## src/rtl/dmem_copy_engine_if.sv

```systemverilog
// Data-memory port of unified_memory as seen by the copy engine.
// W_Data connects to SrcB_Reg_M on the memory side.
interface dmem_copy_engine_if #(
  parameter int ADDR_W = 12
);
  logic              MEM_W_En;
  logic [2:0]        MEM_Control;
  logic [ADDR_W-1:0] RW_Addr;
  logic [31:0]       W_Data;
  logic [31:0]       R_Data;

  modport master (output MEM_W_En, MEM_Control, RW_Addr, W_Data, input R_Data);
  modport slave  (input MEM_W_En, MEM_Control, RW_Addr, W_Data, output R_Data);
endinterface

```

## src/rtl/dmem_copy_engine.sv

```systemverilog
// Word copy/fill engine driving the data-memory port while Busy is high.
// Fill mode (Mode=1) is only built when DMA_FILL_EN is defined.
module dmem_copy_engine #(
  parameter int         ADDR_W   = 12,
  parameter int         LEN_W    = 10,
  parameter int         RD_LAT   = 2,
  parameter logic [2:0] MEM_WORD = 3'b010
) (
  input  logic               CLK,
  input  logic               RST,
  input  logic               Start,
  input  logic               Abort,
  input  logic               Mode,
  input  logic [ADDR_W-1:0]  Src_Addr,
  input  logic [ADDR_W-1:0]  Dst_Addr,
  input  logic [LEN_W-1:0]   Len,
  input  logic [31:0]        Fill_Data,
  output logic               Busy,
  output logic               Done,
  output logic               Err,
  dmem_copy_engine_if.master mem
);

  localparam int WCNT_W = (RD_LAT > 1) ? $clog2(RD_LAT) : 1;
  localparam logic [WCNT_W-1:0] WAIT_INIT = WCNT_W'((RD_LAT > 0) ? RD_LAT - 1 : 0);
  localparam logic [ADDR_W-1:0] WORD_STEP = ADDR_W'(4);

  typedef enum logic [2:0] {IDLE, RD, WAIT, WR, FIN} state_e;

  state_e              state_q, state_d;
  logic [ADDR_W-1:0]   src_q, src_d, dst_q, dst_d, addr_q, addr_d;
  logic [LEN_W-1:0]    rem_q, rem_d;
  logic [WCNT_W-1:0]   wcnt_q, wcnt_d;
  logic                busy_q, busy_d, done_q, done_d, err_q, err_d, wen_q, wen_d;
  logic [31:0]         wdata_q, wdata_d;
  logic                fill_q, fill_req;
  logic [31:0]         fill_data;

`ifdef DMA_FILL_EN
  assign fill_req  = Mode;
  assign fill_data = Fill_Data;

  always_ff @(posedge CLK) begin
    if (!RST)                         fill_q <= 1'b0;
    else if (state_q == IDLE && Start) fill_q <= Mode;
  end
`else
  // Fill path tied off so the write-data mux collapses to R_Data.
  assign fill_req  = 1'b0;
  assign fill_data = '0;
  assign fill_q    = 1'b0;
  wire unused_fill = ^{Mode, Fill_Data};
`endif

  always_comb begin
    state_d = state_q;
    src_d   = src_q;
    dst_d   = dst_q;
    rem_d   = rem_q;
    wcnt_d  = wcnt_q;
    addr_d  = addr_q;
    wdata_d = wdata_q;
    busy_d  = busy_q;
    done_d  = 1'b0;
    err_d   = 1'b0;
    wen_d   = 1'b0;
    unique case (state_q)
      IDLE: if (Start) begin
        if (Src_Addr[1:0] != 2'b00 || Dst_Addr[1:0] != 2'b00) begin
          err_d = 1'b1;
        end else if (Len == '0) begin
          state_d = FIN;
          done_d  = 1'b1;
        end else begin
          src_d  = Src_Addr;
          dst_d  = Dst_Addr;
          rem_d  = Len;
          busy_d = 1'b1;
          if (fill_req) begin
            state_d = WR;
            addr_d  = Dst_Addr;
            wdata_d = fill_data;
            wen_d   = 1'b1;
          end else begin
            state_d = RD;
            addr_d  = Src_Addr;
          end
        end
      end
      RD, WAIT: begin
        if (RD_LAT == 0 || (state_q == WAIT && wcnt_q == '0)) begin
          state_d = WR;
          addr_d  = dst_q;
          wdata_d = mem.R_Data;
          wen_d   = 1'b1;
        end else begin
          state_d = WAIT;
          wcnt_d  = (state_q == RD) ? WAIT_INIT : wcnt_q - 1'b1;
        end
      end
      WR: begin
        src_d = src_q + WORD_STEP;
        dst_d = dst_q + WORD_STEP;
        rem_d = rem_q - 1'b1;
        if (rem_q == LEN_W'(1)) begin
          state_d = FIN;
          busy_d  = 1'b0;
          done_d  = 1'b1;
        end else if (fill_q) begin
          addr_d  = dst_q + WORD_STEP;
          wdata_d = fill_data;
          wen_d   = 1'b1;
        end else begin
          state_d = RD;
          addr_d  = src_q + WORD_STEP;
        end
      end
      FIN:     state_d = IDLE;
      default: state_d = IDLE;
    endcase
    // Abort wins over any progression; issued writes are left in memory.
    if (Abort && state_q != IDLE) begin
      state_d = IDLE;
      busy_d  = 1'b0;
      done_d  = 1'b0;
      err_d   = 1'b0;
      wen_d   = 1'b0;
    end
  end

  always_ff @(posedge CLK) begin
    if (!RST) begin
      state_q <= IDLE;
      src_q   <= '0;
      dst_q   <= '0;
      rem_q   <= '0;
      wcnt_q  <= '0;
      addr_q  <= '0;
      wdata_q <= '0;
      busy_q  <= 1'b0;
      done_q  <= 1'b0;
      err_q   <= 1'b0;
      wen_q   <= 1'b0;
    end else begin
      state_q <= state_d;
      src_q   <= src_d;
      dst_q   <= dst_d;
      rem_q   <= rem_d;
      wcnt_q  <= wcnt_d;
      addr_q  <= addr_d;
      wdata_q <= wdata_d;
      busy_q  <= busy_d;
      done_q  <= done_d;
      err_q   <= err_d;
      wen_q   <= wen_d;
    end
  end

  assign Busy            = busy_q;
  assign Done            = done_q;
  assign Err             = err_q;
  assign mem.MEM_W_En    = wen_q;
  assign mem.MEM_Control = MEM_WORD;
  assign mem.RW_Addr     = addr_q;
  assign mem.W_Data      = wdata_q;

endmodule

```

## src/flat_wrapper.sv

```systemverilog
// flat-port wrapper written by rule: the top's interface ports become plain ports
module dmem_copy_engine_flat 
#(
  parameter int         ADDR_W   = 12,
  parameter int         LEN_W    = 10,
  parameter int         RD_LAT   = 2,
  parameter logic [2:0] MEM_WORD = 3'b010
)
  (CLK, RST, Start, Abort, Mode, Src_Addr, Dst_Addr, Len, Fill_Data, Busy, Done, Err, mem_MEM_W_En, mem_MEM_Control, mem_RW_Addr, mem_W_Data, mem_R_Data);
  dmem_copy_engine_if #(.ADDR_W(ADDR_W)) mem_i ();
  input  logic CLK;
  input  logic RST;
  input  logic Start;
  input  logic Abort;
  input  logic Mode;
  input  logic [ADDR_W-1:0] Src_Addr;
  input  logic [ADDR_W-1:0] Dst_Addr;
  input  logic [LEN_W-1:0] Len;
  input  logic [31:0] Fill_Data;
  output logic Busy;
  output logic Done;
  output logic Err;
  output wire logic [$bits(mem_i.MEM_W_En)-1:0] mem_MEM_W_En;
  output wire logic [$bits(mem_i.MEM_Control)-1:0] mem_MEM_Control;
  output wire logic [$bits(mem_i.RW_Addr)-1:0] mem_RW_Addr;
  output wire logic [$bits(mem_i.W_Data)-1:0] mem_W_Data;
  input wire logic [$bits(mem_i.R_Data)-1:0] mem_R_Data;
  assign mem_MEM_W_En = mem_i.MEM_W_En;
  assign mem_MEM_Control = mem_i.MEM_Control;
  assign mem_RW_Addr = mem_i.RW_Addr;
  assign mem_W_Data = mem_i.W_Data;
  assign mem_i.R_Data = mem_R_Data;
  dmem_copy_engine #(.ADDR_W(ADDR_W), .LEN_W(LEN_W), .RD_LAT(RD_LAT), .MEM_WORD(MEM_WORD)) u_core (.CLK(CLK), .RST(RST), .Start(Start), .Abort(Abort), .Mode(Mode), .Src_Addr(Src_Addr), .Dst_Addr(Dst_Addr), .Len(Len), .Fill_Data(Fill_Data), .Busy(Busy), .Done(Done), .Err(Err), .mem(mem_i));
endmodule
```

## config.mk

```make
export PLATFORM = sky130hd
export DESIGN_NAME = dmem_copy_engine_flat
export DESIGN_NICKNAME = d
export VERILOG_FILES = /design/src/rtl/dmem_copy_engine_if.sv /design/src/rtl/dmem_copy_engine.sv /design/src/flat_wrapper.sv
export SDC_FILE = /design/constraint.sdc
export NUM_CORES = 1
export LEC_CHECK = 0
export BUFFER_PORTS_ARGS = -buffer_cell sky130_fd_sc_hd__clkbuf_2
export CAP_MARGIN = 20
export CELL_PAD_IN_SITES_DETAIL_PLACEMENT = 1
export CELL_PAD_IN_SITES_GLOBAL_PLACEMENT = 1
export CORE_MARGIN = 8
export CORE_UTILIZATION = 35
export DETAILED_ROUTE_END_ITERATION = 12
export PLACE_DENSITY = 0.79
export SLEW_MARGIN = 0
export SYNTH_ARGS = -nofsm -noshare
export SYNTH_HDL_FRONTEND = slang
export SYNTH_SLANG_ARGS = --single-unit
```

## constraint.sdc

```tcl
create_clock -name CLK -period 3.53 [get_ports CLK]
set_input_delay 0.353 -clock CLK [delete_from_list [all_inputs] [get_ports CLK]]
set_output_delay 0.353 -clock CLK [all_outputs]
set_load 0.02 [all_outputs]
```

==> flow_metrics.env <==
export IMPL_status="complete, no violations"
export IMPL_die_area_sq_um=15180
export IMPL_dp_slack_ns=1.018
export IMPL_cts_clk_slew_worst_paths_ns=0.07
export IMPL_root_buffer="clkbuf_16"
export IMPL_synth_cell_type_count=59
export IMPL_leakage_nw=1.985
export IMPL_cts_buffer_depth=2
export IMPL_place_area_sq_um=4688
export IMPL_netlist_top_cell_by_area="dfxtp_1"
export IMPL_hold_violations=0
export IMPL_ys_ff_latch=86
export IMPL_post_cts_buffers=0
export IMPL_port_buffers=117
export IMPL_period_needed_ns=2.536
export IMPL_die_w_um=123.2
export IMPL_first_iter_violations=243
export IMPL_numCtsBuffers=9
export IMPL_start_util=0.3554
export IMPL_setup_ws_ns=0.9936
export IMPL_whs_ns=0.2211
export IMPL_num_vias=3983
export IMPL_relSlewSlack=0.3025
export IMPL_critPathRequiredTime_ns=3.76
export IMPL_grt_start_max_net_pins=34
export IMPL_grt_pass1_vias=4209
export IMPL_synth_top_area_frac=0.4279
export IMPL_cp_arrival_ns=2.77
export IMPL_met3_usage=0.03744
export IMPL_crit_chain="nor4b_2, and2_1, nand2_2, and3_1, o21a_1"
export IMPL_ioPinCount=154
export IMPL_avgSynthCellArea_sq_um=8.113
export IMPL_finalSetupTns_ns=0
export IMPL_via_per_inst=5.368
export IMPL_worstSetupEndpointType="register"
export IMPL_globalRoute_busiestLayer="met2"
export IMPL_rsz0062_at_grt="false"
export IMPL_min_period_over_period=0.7185
export IMPL_critPathMaxStageDelay_ns=0.52
export IMPL_synth_enable_flop_cells=0
export IMPL_use_met1=0.2090
export IMPL_setup_viol=0
export IMPL_wirelength_um=13340
export IMPL_fillCellCount=1403
export IMPL_final_area_sq_um=5002
export IMPL_use_met2=0.3042
export IMPL_synth_ff_type="dfxtp_1"
export IMPL_power_density_nw_per_um2=445.4
export IMPL_dp_hpwl_um=9661
export IMPL_clock_sinks=86
export IMPL_n_antenna_cell=0
export IMPL_slowest_stage="and2_1"
export IMPL_core_area_sq_um=11320
export IMPL_gr_total_overflow=0
export IMPL_cts_hold_fix_buffers=0
export IMPL_multi_input_area_sq_um=2097
export IMPL_drc=0
export IMPL_ant_nets=0
export IMPL_ys_warn_count=0
export IMPL_routabilityCongestion=0.8343
export IMPL_drv_slew=0
export IMPL_netlist_area_sq_um=4024
export IMPL_clock_skew_final_ns=0.007909
export IMPL_htreeDepth=3
export IMPL_synthTopCellsByArea="dfxtp_1 (43%), nand2_1 (9.4%), a21oi_1 (6.5%)"
export IMPL_min_path_type="input port to register"
export IMPL_cp_start_kind="register"
export IMPL_avgRoutedWirePerCell_um=17.98
export IMPL_antenna_found_initial=0
export IMPL_fp_dieH_um=123.2
export IMPL_track_usage=0.1772
export IMPL_rows=39
export IMPL_path_max_fanout=24
export IMPL_drt_pass1_iter_count=5
export IMPL_synthArstFlopShare=0
export IMPL_synthCells=496
export IMPL_ff_latch_area_sq_um=1722
export IMPL_crit_type="register to register"
export IMPL_final_nets=702
export IMPL_maxCapViolCount=0
export IMPL_grt_pass1_wl_um=21220
export IMPL_worstSkewPairLatency_ns=0.35
export IMPL_cts_resized=0
export IMPL_ys_seq_area_frac=0.4279
export IMPL_cts_tree="yes"
export IMPL_tightest_slew_ns=1.044
export IMPL_final_layout_size_suffix_gt1_frac=0.2604
export IMPL_fmax_ghz=0.3943
export IMPL_peakVddDrop_v=0.0001866
export IMPL_area_growth_pct=24.32
-- routing by layer --
layer  wire [um]  vias to the layer above
met3         552                       26
met4         338                        0
met5           0                        -
met2        6766                       91
met1        5686                     1920
li1            -                     1946
-- metrics by stage --
stage	total power [W]	utilization	std cells
after floorplan	0.001138	-	497
after global placement	0.001219	0.4141	727
after detailed placement	0.001225	0.4141	727
after CTS	0.002254	0.4419	742
after global routing	0.002309	0.4419	742
final	0.002228	0.4419	742
-- synth_stat cells, types with 6 or more instances --
master,n
dfxtp_1,86
a22oi_1,8
nor2_1,35
xnor2_1,9
nand2_1,101
a21oi_1,52
nor3_1,6
a31oi_1,8
and3_1,8
inv_1,9
o21ai_0,15
nand3_1,19
a211oi_1,10
clkbuf_1,26
xor2_1,6
-- worst max-delay path: cells and delay by family, from the launching register on --
family / cells / cell delay, ns
AOI/OAI and AO/OA: 1 / 0.19
DFF: 1 / 0.51
and+or+nand+nor: 4 / 1.71
-- layout by cell type, fill, tap and decap left out, types with 6 or more instances in the layout --
master and n:
and3_1 8, clkbuf_16 9, a22oi_1 8, dfxtp_1 86, o21ai_0 15, nand3_1 19, xnor2_1 9, buf_4 9
a21oi_1 52, xor2_1 6, a31oi_1 8, nor2_1 35, a211oi_1 9, clkbuf_2 117, nand2_1 101, inv_1 9
nor3_1 6
-- state kept, by name, summed over array words and instances, names as in the netlist --
register / flops
u_core.state_q: 3
u_core.dst_q: 12
u_core.Done: 1
u_core.Err: 1
u_core.mem.W_Data: 32
u_core.Busy: 1
u_core.mem.MEM_W_En: 1
u_core.rem_q: 10
u_core.mem.RW_Addr: 12
u_core.wcnt_q: 1
u_core.src_q: 12
-- area by class of cell --
class | instances | share of cell area
flip-flops and latches | 86 | 0.3442
repair buffers | 126 | 0.1306
inverters | 10 | 0.007504
well taps | 143 | 0.03577
clock inverters | 5 | 0.01701
clock buffers | 10 | 0.04577
multi-input cells | 362 | 0.4192
-- logic make-up (layout without fill, tap and decap cells) --
| family | after synthesis | in the layout | share of synthesized area |
|---|---|---|---|
| simple gates | 204 | 204 | 0.2357 |
| compound gates | 131 | 131 | 0.2223 |
| flops | 86 | 86 | 0.4279 |
| buf+inv | 49 | 151 | 0.05472 |
| xor+xnor | 15 | 15 | 0.03265 |
| mux | 5 | 5 | 0.01244 |
| fa+ha+maj | 4 | 4 | 0.01244 |
| other cells | 2 | 3 | 0.001866 |
-- worst paths after layout --
kind,start,slack (ns),cells past startpoint,to
max reg2reg,u_core.state_q[0],0.99,5,u_core.src_q[9]
min,mem_R_Data[31],0.22,3,u_core.mem.W_Data[31]
min reg2reg,u_core.mem.W_Data[20],0.46,2,u_core.mem.W_Data[20]
max,u_core.state_q[0],0.99,5,u_core.src_q[9]
-- power breakdown --
part | switching (W) | leakage (nW) | internal [W]
registers | 0.0000170 | 0.694 | 0.000991
logic | 0.000117 | 1.14 | 0.0000781
clock network | 0.000406 | 0.149 | 0.000619
total | 0.000540 | 1.98 | 0.00169
No activity file was read; power rests on OpenSTA's default activity.
